**config.mk**
```make
export PLATFORM = sky130hd
export DESIGN_NAME = instruction_fetch_unit_flat
export DESIGN_NICKNAME = d
export VERILOG_FILES = /design/src/rtl/instruction_fetch_unit_if.sv /design/src/rtl/instruction_fetch_unit.sv /design/src/flat_wrapper.sv
export SDC_FILE = /design/constraint.sdc
export NUM_CORES = 1
export LEC_CHECK = 0
export BUFFER_PORTS_ARGS = -buffer_cell sky130_fd_sc_hd__buf_2
export CELL_PAD_IN_SITES_DETAIL_PLACEMENT = 1
export CELL_PAD_IN_SITES_GLOBAL_PLACEMENT = 1
export CORE_ASPECT_RATIO = 0.8
export CORE_MARGIN = 2
export CORE_UTILIZATION = 49
export CTS_BUF_LIST = sky130_fd_sc_hd__clkbuf_4
export CTS_CLUSTER_SIZE = 16
export DETAILED_ROUTE_END_ITERATION = 16
export GPL_TIMING_DRIVEN = 0
export MAX_ROUTING_LAYER = met4
export PLACE_DENSITY = 0.84
export SETUP_SLACK_MARGIN = 0.4
export SLEW_MARGIN = 20
export SYNTH_ARGS = -nofsm -noshare
export SYNTH_HDL_FRONTEND = slang
export SYNTH_SLANG_ARGS = --single-unit
```
**constraint.sdc**
```tcl
create_clock -name clk -period 3.6 [get_ports clk]
set_input_delay 0 -clock clk [delete_from_list [all_inputs] [get_ports clk]]
set_output_delay 0 -clock clk [all_outputs]
set_load 0.05 [all_outputs]
```
**src/rtl/instruction_fetch_unit_if.sv**
```systemverilog
// -----------------------------------------------------------------------------
// instruction_fetch_unit_if
// Bus bundle between the instruction fetch unit, instruction memory and the
// decode/control stage.
//   mem_req / mem_addr        : read request and word address (fetch unit drives)
//   mem_ack / mem_rdata       : read completion and data (memory drives)
//   inst_valid / inst / inst_pc : prefetch FIFO head (fetch unit drives)
//   inst_ready                : consumer takes the head this cycle
// Modports: master = fetch unit side, slave = memory + consumer side.
// -----------------------------------------------------------------------------
interface instruction_fetch_unit_if #(
  parameter int ADDR_W = 30,
  parameter int INST_W = 32
);
  logic              mem_req;
  logic [ADDR_W-1:0] mem_addr;
  logic              mem_ack;
  logic [INST_W-1:0] mem_rdata;
  logic              inst_valid;
  logic [INST_W-1:0] inst;
  logic [ADDR_W-1:0] inst_pc;
  logic              inst_ready;

  modport master (
    output mem_req, mem_addr, inst_valid, inst, inst_pc,
    input  mem_ack, mem_rdata, inst_ready
  );

  modport slave (
    input  mem_req, mem_addr, inst_valid, inst, inst_pc,
    output mem_ack, mem_rdata, inst_ready
  );
endinterface

```
**src/rtl/instruction_fetch_unit.sv**
```systemverilog
// -----------------------------------------------------------------------------
// instruction_fetch_unit
// Generates sequential fetch addresses, reads instruction memory over a
// req/ack handshake (at most one request outstanding), buffers returned words
// in a prefetch FIFO and presents {inst, inst_pc} to the decode stage.
// Redirects flush the FIFO and restart fetching; a request that is in flight
// at redirect time is completed and its data discarded.
// Ports:
//   clk, rst        : clock, synchronous active-high reset
//   clk_enable      : global stall, low freezes every register (not reset)
//   redirect        : pulse, restart fetching at redirect_addr
//   redirect_addr   : new fetch word address
//   bus (master)    : memory request/response and FIFO head to consumer
//   fetch_pc        : next word address to be requested
// -----------------------------------------------------------------------------
module instruction_fetch_unit #(
  parameter int                ADDR_W   = 30,
  parameter int                INST_W   = 32,
  parameter int                DEPTH    = 4,
  parameter logic [ADDR_W-1:0] RESET_PC = {ADDR_W{1'b0}}
) (
  input  logic                       clk,
  input  logic                       rst,
  input  logic                       clk_enable,
  input  logic                       redirect,
  input  logic [ADDR_W-1:0]          redirect_addr,
  instruction_fetch_unit_if.master   bus,
  output logic [ADDR_W-1:0]          fetch_pc
);

  localparam int PTR_W = $clog2(DEPTH);
  localparam int CNT_W = PTR_W + 1;

  typedef enum logic [1:0] {
    FETCH = 2'd0,
    WAIT  = 2'd1,
    DRAIN = 2'd2
  } state_t;

  state_t             state_r;
  logic               mem_req_r;
  logic [ADDR_W-1:0]  mem_addr_r;
  logic [ADDR_W-1:0]  fetch_pc_r;

  logic [INST_W-1:0]  inst_mem_r [DEPTH];
  logic [ADDR_W-1:0]  pc_mem_r   [DEPTH];
  logic [PTR_W-1:0]   rd_ptr_r;
  logic [PTR_W-1:0]   wr_ptr_r;
  logic [CNT_W-1:0]   count_r;

  logic               ack_s;
  logic               pop_s;
  logic               push_s;
  logic [CNT_W-1:0]   occ_next_s;
  logic               space_s;

  // Handshake qualification and FIFO occupancy after this edge's push/pop.
  always_comb begin
    ack_s      = mem_req_r & bus.mem_ack;
    pop_s      = (count_r != {CNT_W{1'b0}}) & bus.inst_ready;
    // Only live (non-stale) data is pushed; a same-cycle redirect kills it.
    push_s     = (state_r == WAIT) & ack_s & ~redirect;
    occ_next_s = count_r + CNT_W'(push_s) - CNT_W'(pop_s);
    space_s    = (occ_next_s < CNT_W'(DEPTH));
  end

  // Fetch FSM: request issue, back-to-back streaming and stale-request drain.
  always_ff @(posedge clk) begin
    if (rst) begin
      state_r    <= FETCH;
      mem_req_r  <= 1'b0;
      mem_addr_r <= RESET_PC;
      fetch_pc_r <= RESET_PC;
    end else if (clk_enable) begin
      if (redirect) begin
        fetch_pc_r <= redirect_addr;
        case (state_r)
          FETCH: begin
            state_r <= FETCH;
          end
          WAIT, DRAIN: begin
            // An acked request is finished (its data dropped); otherwise
            // keep it on the bus until the memory answers.
            if (ack_s) begin
              mem_req_r <= 1'b0;
              state_r   <= FETCH;
            end else begin
              state_r   <= DRAIN;
            end
          end
          default: begin
            mem_req_r <= 1'b0;
            state_r   <= FETCH;
          end
        endcase
      end else begin
        case (state_r)
          FETCH: begin
            if (space_s) begin
              mem_req_r  <= 1'b1;
              mem_addr_r <= fetch_pc_r;
              fetch_pc_r <= fetch_pc_r + ADDR_W'(1'b1);
              state_r    <= WAIT;
            end
          end
          WAIT: begin
            if (ack_s) begin
              if (space_s) begin
                mem_addr_r <= fetch_pc_r;
                fetch_pc_r <= fetch_pc_r + ADDR_W'(1'b1);
              end else begin
                mem_req_r <= 1'b0;
                state_r   <= FETCH;
              end
            end
          end
          DRAIN: begin
            if (ack_s) begin
              mem_req_r <= 1'b0;
              state_r   <= FETCH;
            end
          end
          default: begin
            mem_req_r <= 1'b0;
            state_r   <= FETCH;
          end
        endcase
      end
    end
  end

  // Prefetch FIFO pointers and occupancy; redirect flush wins over push/pop.
  always_ff @(posedge clk) begin
    if (rst) begin
      rd_ptr_r <= {PTR_W{1'b0}};
      wr_ptr_r <= {PTR_W{1'b0}};
      count_r  <= {CNT_W{1'b0}};
    end else if (clk_enable) begin
      if (redirect) begin
        rd_ptr_r <= {PTR_W{1'b0}};
        wr_ptr_r <= {PTR_W{1'b0}};
        count_r  <= {CNT_W{1'b0}};
      end else begin
        if (push_s) begin
          wr_ptr_r <= wr_ptr_r + PTR_W'(1'b1);
        end
        if (pop_s) begin
          rd_ptr_r <= rd_ptr_r + PTR_W'(1'b1);
        end
        count_r <= occ_next_s;
      end
    end
  end

  // Prefetch FIFO storage (contents are don't-care while empty, so no reset).
  always_ff @(posedge clk) begin
    if (!rst && clk_enable && push_s) begin
      inst_mem_r[wr_ptr_r] <= bus.mem_rdata;
      pc_mem_r[wr_ptr_r]   <= bus.mem_addr;
    end
  end

  assign bus.mem_req    = mem_req_r;
  assign bus.mem_addr   = mem_addr_r;
  assign bus.inst_valid = (count_r != {CNT_W{1'b0}});
  assign bus.inst       = inst_mem_r[rd_ptr_r];
  assign bus.inst_pc    = pc_mem_r[rd_ptr_r];
  assign fetch_pc       = fetch_pc_r;

endmodule

```
**src/flat_wrapper.sv**
```systemverilog
// flat-port wrapper written by rule: the top's interface ports become plain ports
module instruction_fetch_unit_flat 
#(
  parameter int                ADDR_W   = 30,
  parameter int                INST_W   = 32,
  parameter int                DEPTH    = 4,
  parameter logic [ADDR_W-1:0] RESET_PC = {ADDR_W{1'b0}}
)
  (clk, rst, clk_enable, redirect, redirect_addr, fetch_pc, bus_mem_req, bus_mem_addr, bus_inst_valid, bus_inst, bus_inst_pc, bus_mem_ack, bus_mem_rdata, bus_inst_ready);
  instruction_fetch_unit_if #(.ADDR_W(ADDR_W), .INST_W(INST_W)) bus_i ();
  input  logic clk;
  input  logic rst;
  input  logic clk_enable;
  input  logic redirect;
  input  logic [ADDR_W-1:0] redirect_addr;
  output logic [ADDR_W-1:0] fetch_pc;
  output wire logic [$bits(bus_i.mem_req)-1:0] bus_mem_req;
  output wire logic [$bits(bus_i.mem_addr)-1:0] bus_mem_addr;
  output wire logic [$bits(bus_i.inst_valid)-1:0] bus_inst_valid;
  output wire logic [$bits(bus_i.inst)-1:0] bus_inst;
  output wire logic [$bits(bus_i.inst_pc)-1:0] bus_inst_pc;
  input wire logic [$bits(bus_i.mem_ack)-1:0] bus_mem_ack;
  input wire logic [$bits(bus_i.mem_rdata)-1:0] bus_mem_rdata;
  input wire logic [$bits(bus_i.inst_ready)-1:0] bus_inst_ready;
  assign bus_mem_req = bus_i.mem_req;
  assign bus_mem_addr = bus_i.mem_addr;
  assign bus_inst_valid = bus_i.inst_valid;
  assign bus_inst = bus_i.inst;
  assign bus_inst_pc = bus_i.inst_pc;
  assign bus_i.mem_ack = bus_mem_ack;
  assign bus_i.mem_rdata = bus_mem_rdata;
  assign bus_i.inst_ready = bus_inst_ready;
  instruction_fetch_unit #(.ADDR_W(ADDR_W), .INST_W(INST_W), .DEPTH(DEPTH), .RESET_PC(RESET_PC)) u_core (.clk(clk), .rst(rst), .clk_enable(clk_enable), .redirect(redirect), .redirect_addr(redirect_addr), .bus(bus_i), .fetch_pc(fetch_pc));
endmodule
```
# --- After elaboration in Yosys (flattened, before gate mapping) ---
# Memory sizes are Yosys's and may differ from the RTL's. A register that Yosys moved wholly into a read port is not among the register bits.
# Cells that the tools add are included.
op_classes:
  n_reduce_logical: 16
  n_eq_ne: 9
  addsub: 5
  n_mux: 33
  n_lt_le_gt_ge: 1
  bitwise: 5
ops:
  columns: ["op", "n"]
  rows:
  - ["$mux 30", 5]
  - ["$pmux 30 s2", 2]
  - ["$add 30x1->30 const B", 1]
  - ["$mux 2", 15]
  - ["$reduce_and 5->1", 2]
  - ["$ne 3x2->1 const B", 3]
  - ["$mux 1", 7]
  - ["$pmux 2 s3", 1]
  - ["$reduce_bool 2->1", 3]
  - ["$reduce_bool 3->1", 2]
  - ["$add 2x1->2 const B", 2]
  - ["$and 1x1->1", 4]
  - ["$ne 2x1->1 const B", 2]
  - ["$reduce_and 2->1", 2]
  - ["$reduce_and 4->1", 1]
  - ["$add 3x1->3", 1]
  - ["$lt 3x3->1 const B", 1]
  - ["$mux 3", 1]
  - ["$ne 3x3->1 const B", 1]
  - ["$pmux 1 s3", 1]
  - ["$reduce_and 3->1", 1]
  - ["$sub 3x1->3", 1]
  - ["$eq 2x1->1 const B", 1]
  - ["$eq 2x2->1 const B", 1]
  - ["7 further kinds", 8]
totals:
  ff_bits: 70
  input_bits: 68
  out_inout_bits: 124
  mem_bits_rw: 248
  wordCells: 78
  mem_count: 2
mem_list:
  columns: ["name", "words", "word_bits", "rd", "rd_ports_with_merged_regs", "wr", "line_no", "source"]
  rows:
  - ["u_core.inst_mem_r", 4, 32, 1, 1, 1, "instruction_fetch_unit.sv:45", "logic [INST_W-1:0] inst_mem_r [DEPTH];"]
  - ["u_core.pc_mem_r", 4, 30, 1, 1, 1, "instruction_fetch_unit.sv:46", "logic [ADDR_W-1:0] pc_mem_r [DEPTH];"]

# --- Depth between registers and ports, before layout ---
depth:
  depth_word: 10
  mapped_depth: 13
  depth_no_buf: 12

# --- Least setup slack after synthesis ---
# OpenSTA, ideal clock, no wires.
synth_path:
  path_type: "register -> register"
  startpoint: "register u_core.mem_req_r, in the netlist u_core.bus.mem_req"
  endpoint: "memory u_core.inst_mem_r[1][0], enable pin"
  synth_period_minus_slack_ns: 3.258
  path_buffers: 0
  arrival_time_ns: 2.831
  path_slack_ns: 0.342
  setup_ns: 0.426
  path_stages_with_launch: 4
  required_ns: 3.174
  cell_sequence: "dfxtp_1 nand3_1 nor3_1 and2_1"
synth_via:
  elab_chain_len: 6
synth_rtl:
  columns: ["item", "line_no", "source"]
  rows:
  - ["start, declared", "instruction_fetch_unit.sv:41", "logic mem_req_r;"]
  - ["start signal, assigned", "instruction_fetch_unit.sv:71", "mem_req_r <= 1'b0;"]
  - ["start signal, assigned", "instruction_fetch_unit.sv:85", "mem_req_r <= 1'b0;"]
  - ["start signal, assigned", "instruction_fetch_unit.sv:92", "mem_req_r <= 1'b0;"]
  - ["$and 1x1->1", "instruction_fetch_unit.sv:59", "ack_s = mem_req_r & bus.mem_ack;"]
  - ["$and 1x1->1 (2 in series)", "instruction_fetch_unit.sv:62", "push_s = (state_r == WAIT) & ack_s & ~redirect;"]
  - ["$logic_and 1x1->1", "instruction_fetch_unit.sv:157", "if (!rst && clk_enable && push_s) begin"]
  - ["$mux 1", "instruction_fetch_unit.sv:157", null]
  - ["$mux 1 (not written as such)", "instruction_fetch_unit.sv:158", "inst_mem_r[wr_ptr_r] <= bus.mem_rdata;"]
  - ["end, declared", "instruction_fetch_unit.sv:45", null]
# Every way passes these cells.

# --- Worst setup path after layout ---
layout_path:
  startpoint: "register u_core.count_r[2]"
  endpoint: "register u_core.fetch_pc_r[10], in the netlist u_core.fetch_pc[10]"
layout_via:
  elab_chain_len: 8
  elab_cells_between_ends: 9
  classes_between: "add/sub: 2; order compare: 1; mux: 4; bitwise: 1; reduce/logical: 1"
layout_rtl:
  columns: ["item", "line_no", "source"]
  rows:
  - ["start, declared", "instruction_fetch_unit.sv:49", "logic [CNT_W-1:0] count_r;"]
  - ["start signal, assigned", "instruction_fetch_unit.sv:137", "count_r <= {CNT_W{1'b0}};"]
  - ["start signal, assigned", "instruction_fetch_unit.sv:142", "count_r <= {CNT_W{1'b0}};"]
  - ["start signal, assigned", "instruction_fetch_unit.sv:150", "count_r <= occ_next_s;"]
  - ["branches (longest 2 deep; another with $add 3x1->3)", null, null]
  - ["$sub 3x1->3 (*)", "instruction_fetch_unit.sv:63", "occ_next_s = count_r + CNT_W'(push_s) - CNT_W'(pop_s);"]
  - ["$lt 3x3->1 (*)", "instruction_fetch_unit.sv:64", "space_s = (occ_next_s < CNT_W'(DEPTH));"]
  - ["$mux 30 (*)", null, null]
  - ["$mux 30", null, null]
  - ["$pmux 30 s2 (*)", null, null]
  - ["$mux 30 (*)", null, null]
  - ["end signal, assigned", "instruction_fetch_unit.sv:76", "fetch_pc_r <= redirect_addr;"]
  - ["end signal, assigned", "instruction_fetch_unit.sv:102", "fetch_pc_r <= fetch_pc_r + ADDR_W'(1'b1);"]
  - ["end signal, assigned", "instruction_fetch_unit.sv:110", "fetch_pc_r <= fetch_pc_r + ADDR_W'(1'b1);"]
  - ["end, declared", "instruction_fetch_unit.sv:43", "logic [ADDR_W-1:0] fetch_pc_r;"]
# Mark *: on every way between the ends. The select of a mux whose other input is x is not followed.
# A chain may end at the register's enable or synchronous reset.

==> impl_metrics.xml <==
<?xml version="1.0" encoding="UTF-8"?>
<metrics>
  <group name="clocking">
    <metric name="clockBufferDepth" unit="">3</metric>
    <metric name="cts_tree" unit="">done</metric>
    <metric name="register_clock_pin_slew_on_the_reported_worst_setup_and_hold_paths" unit="ns">0.07</metric>
    <metric name="numCtsBuffers" unit="">80</metric>
    <metric name="clk-insertion-delay-late" unit="ns">0.70</metric>
    <metric name="clockRootBuffer" unit="">clkbuf_4</metric>
    <metric name="ctsHtreeMaxLevel" unit="">3</metric>
    <metric name="cts.sinks" unit="">320</metric>
  </group>
  <group name="timing">
    <metric name="setup_ws" unit="ns">0.504</metric>
    <metric name="hold_viol" unit="">0</metric>
    <metric name="fin_crit_sh" unit="">0.860</metric>
    <metric name="setup_viol_count_final" unit="">0</metric>
    <metric name="worst_slew_pin_slew" unit="ns">0.799</metric>
    <metric name="final_setup_skew" unit="ns">0.0516</metric>
    <metric name="fin_crit" unit="ns">3.10</metric>
    <metric name="fin_tns_setup" unit="ns">0</metric>
    <metric name="slew_headroom" unit="">0.467</metric>
    <metric name="rsz0062_at_grt" unit="">false</metric>
    <metric name="maxClockFrequency" unit="MHz">323</metric>
    <metric name="finalMaxSlewViolations" unit="">0</metric>
  </group>
  <group name="cells_and_area">
    <metric name="post-route-cell-area" unit="sq mm">0.0161</metric>
    <metric name="final_layout_size_suffix_gt1_frac" unit="">0.342</metric>
    <metric name="num-nets-final" unit="">1268</metric>
    <metric name="syn_to_final_growth" unit="%">25.4</metric>
    <metric name="instances_no_fill" unit="">1595</metric>
  </group>
  <group name="logic_synthesis">
    <metric name="yosys.cell_types.count" unit="">62</metric>
    <metric name="synth_top_cells_by_area" unit="">edfxtp_1 58%, dfxtp_1 11%, mux4_2 11%</metric>
    <metric name="ys_async_sr_fraction" unit="">0</metric>
    <metric name="top_ff_cell_synth" unit="">edfxtp_1</metric>
    <metric name="syn-num-nets" unit="">919</metric>
    <metric name="ys_warn_count" unit="">0</metric>
    <metric name="cell_type_with_the_highest_aggregate_area_in_the_netlist" unit="">edfxtp_1</metric>
    <metric name="synth.cell_area" unit="sq mm">0.0128</metric>
    <metric name="synth_seq_area_share" unit="">0.693</metric>
    <metric name="synth.top_cells.by_count" unit="">248 x edfxtp_1, 99 x nand2_1, 72 x dfxtp_1, 67 x a21oi_1, 62 x mux4_2</metric>
    <metric name="synthCells" unit="">840</metric>
    <metric name="post_synth.cell_area_avg" unit="sq um">15.3</metric>
    <metric name="synth.most_common_cell" unit="">edfxtp_1</metric>
    <metric name="synth_top_area_frac" unit="">0.581</metric>
    <metric name="synth_edf_count" unit="">248</metric>
    <metric name="synth.ff_latch_count" unit="">320</metric>
  </group>
  <group name="floorplan">
    <metric name="die_w" unit="um">185</metric>
    <metric name="die_h" unit="um">149</metric>
    <metric name="placeableCoreArea" unit="sq mm">0.0255</metric>
    <metric name="overall_die_area" unit="sq mm">0.0275</metric>
    <metric name="start_util" unit="">0.503</metric>
    <metric name="core.rowCount" unit="">52</metric>
    <metric name="design.portCount" unit="">192</metric>
  </group>
  <group name="global_route">
    <metric name="grt.total_usage" unit="">0.284</metric>
    <metric name="first_global_vias" unit="">9945</metric>
    <metric name="grt_pass1_wl" unit="mm">56.7</metric>
    <metric name="antenna_violations_before_repair" unit="">1</metric>
    <metric name="grt_start_max_net_pins" unit="">46</metric>
    <metric name="overflow" unit="">0</metric>
  </group>
  <group name="setup_path">
    <metric name="timing.critical_path.slowest_stage_cell" unit="">fa_1</metric>
    <metric name="crit_path_start_kind" unit="">flop</metric>
    <metric name="start_to_end_type_of_the_worst_setup_path" unit="">reg -&gt; reg</metric>
    <metric name="slowest_delay" unit="ns">0.42</metric>
    <metric name="critical_path.startpoint" unit="">u_core.count_r[2]</metric>
    <metric name="worstPathCellList" unit="">o31a_1, ha_1, inv_1, ha_1, inv_1, fa_1, xor3_2, a21oi_4, o21a_2, buf_2, nand2_1, a21oi_1</metric>
    <metric name="critical_path.reg2reg.startpoint" unit="">u_core.count_r[2]</metric>
    <metric name="crit_arrival" unit="ns">3.69</metric>
    <metric name="timing.critical_path.fanout_max" unit="">10</metric>
    <metric name="end_kind" unit="">flop</metric>
    <metric name="required_time_at_the_endpoint_of_the_critical_path" unit="ns">4.19</metric>
  </group>
  <group name="power">
    <metric name="power.static_leakage" unit="nW">5.59</metric>
    <metric name="peakVddDrop" unit="uV">245</metric>
    <metric name="power_density" unit="mW/mm^2">479</metric>
  </group>
  <group name="drt">
    <metric name="route.vias.total" unit="">9062</metric>
    <metric name="final_antenna_net_count" unit="">0</metric>
    <metric name="totalWireLength" unit="mm">36.9</metric>
    <metric name="drc_errors" unit="">0</metric>
    <metric name="vias_per_cell" unit="">5.68</metric>
    <metric name="wl_per_cell" unit="um">23.1</metric>
    <metric name="drt_first_iter_violations" unit="">644</metric>
    <metric name="detailedRoute.firstPassIterationCount" unit="">5</metric>
  </group>
  <group name="placement">
    <metric name="place_ws" unit="ns">0.353</metric>
    <metric name="dpl_cell_area" unit="sq mm">0.0143</metric>
    <metric name="dp.final_hpwl" unit="mm">23.4</metric>
    <metric name="dp_cells" unit="">1385</metric>
    <metric name="buffer_ports.inserted" unit="">190</metric>
    <metric name="gpl.final_weighted_congestion" unit="">0.950</metric>
  </group>
  <group name="worst_hold_path">
    <metric name="min-delay-path-class" unit="">in -&gt; reg</metric>
    <metric name="hp-start" unit="">bus_mem_rdata[19]</metric>
  </group>
  <group name="status">
    <metric name="run_status" unit="">complete, no violations</metric>
  </group>
  <group name="flow_run">
    <metric name="max_cap_viol_count" unit="">0</metric>
  </group>
</metrics>
-- state kept, by name, summed over array words and instances, names as in the netlist, named ones only --
register / cells
u_core.wr_ptr_r: 2
u_core.pc_mem_r: 120
u_core.bus.mem_req: 1
u_core.rd_ptr_r: 2
u_core.count_r: 3
u_core.inst_mem_r: 128
u_core.state_r: 2
u_core.fetch_pc: 30
u_core.bus.mem_addr: 30
-- cells in the final DEF, fill, tap and decap left out, types with 21 or more instances in the layout --
cell type | netlist | final
edfxtp_1 | 248 | 248
nand2_1 | 99 | 99
buf_2 | 16 | 205
a21oi_1 | 67 | 66
o21ai_1 | 21 | 21
clkbuf_1 | 30 | 27
dfxtp_1 | 72 | 72
clkbuf_4 | 0 | 113
nor2_1 | 40 | 40
dlygate4sd3_1 | 0 | 71
mux4_2 | 62 | 62
-- cell families (layout without fill, tap and decap cells) --
family	count (synthesis)	in the layout	synth area share
XOR/XNOR	2	2	0.00264
multiplexers	66	66	0.112
AND/OR/NAND/NOR	221	221	0.0840
buffers and inverters	66	469	0.0218
AO/OA/AOI/OAI	154	154	0.0747
flip-flops	320	320	0.693
other	0	1	0
adder cells (fa/ha/maj)	11	11	0.0113
-- layout make-up --
class | count | area, sq um
Clock inverter | 23 | 131
Inverter | 14 | 52.6
Buffer | 52 | 235
Timing Repair Buffer | 267 | 1790
Tap cell | 351 | 439
Multi-Input combinational cell | 454 | 3690
Fill cell | 2531 | 9430
Sequential cell | 320 | 8890
Antenna cell | 1 | 2.50
Clock buffer | 113 | 848
-- where the power goes --
group / leakage [nW] / internal (W) / switching (W) / total [W]
registers: 2.74 / 0.00399 / 0.0000574 / 0.00404
clock network: 0.580 / 0.00152 / 0.00145 / 0.00298
logic: 2.27 / 0.000227 / 0.000457 / 0.000684
total: 5.59 / 0.00574 / 0.00197 / 0.00770
-- metal layers --
layer / track usage / wire (um) / up-vias
met3: 0.0786 / 3120 / 80
met2: 0.445 / 17600 / 410
met5: - / 0 / -
met1: 0.357 / 15200 / 4561
met4: 0.104 / 929 / 0
li1: - / - / 4011
-- critical path, delay by kind of cell, from the launching register on --
family / cells / cell delay, ns
AND/OR/NAND/NOR: 1 / 0.10
AO/OA/AOI/OAI: 4 / 0.93
buffers and inverters: 3 / 0.43
flip-flops: 1 / 0.35
adder cells (fa/ha/maj): 3 / 0.84
XOR/XNOR: 1 / 0.34
-- final timing paths --
check                             endpoint  slack [ns]  cells after the start
hold reg to reg                       flop        0.50                      2
hold / removal    u_core.inst_mem_r[1][19]        0.07                      2
setup reg to reg       u_core.fetch_pc[10]        0.50                     12
setup / recovery       u_core.fetch_pc[10]        0.50                     12
-- stage by stage --
stage	util	power, W	hold slack [ns]
finish	0.630	0.00770	0.0663
global route	0.630	0.00800	0.0266
CTS	0.628	0.00776	0.00656
detailed placement	0.562	0.00473	0.219
global placement	0.557	0.00471	0.214
floorplan	-	0.00451	0.0989
-- what timing repair did --
| item | 4_1_cts | 5_1_grt |
|---|---|---|
| hold buffers | 71 | 0 |
| setup endpoints to repair | 9 | 61 |
| buffers inserted | 0 | 2 |
| hold endpoints to repair | 168 | 0 |
| gates resized for setup | 1 | 16 |
Power figures use the tool's default switching activity.
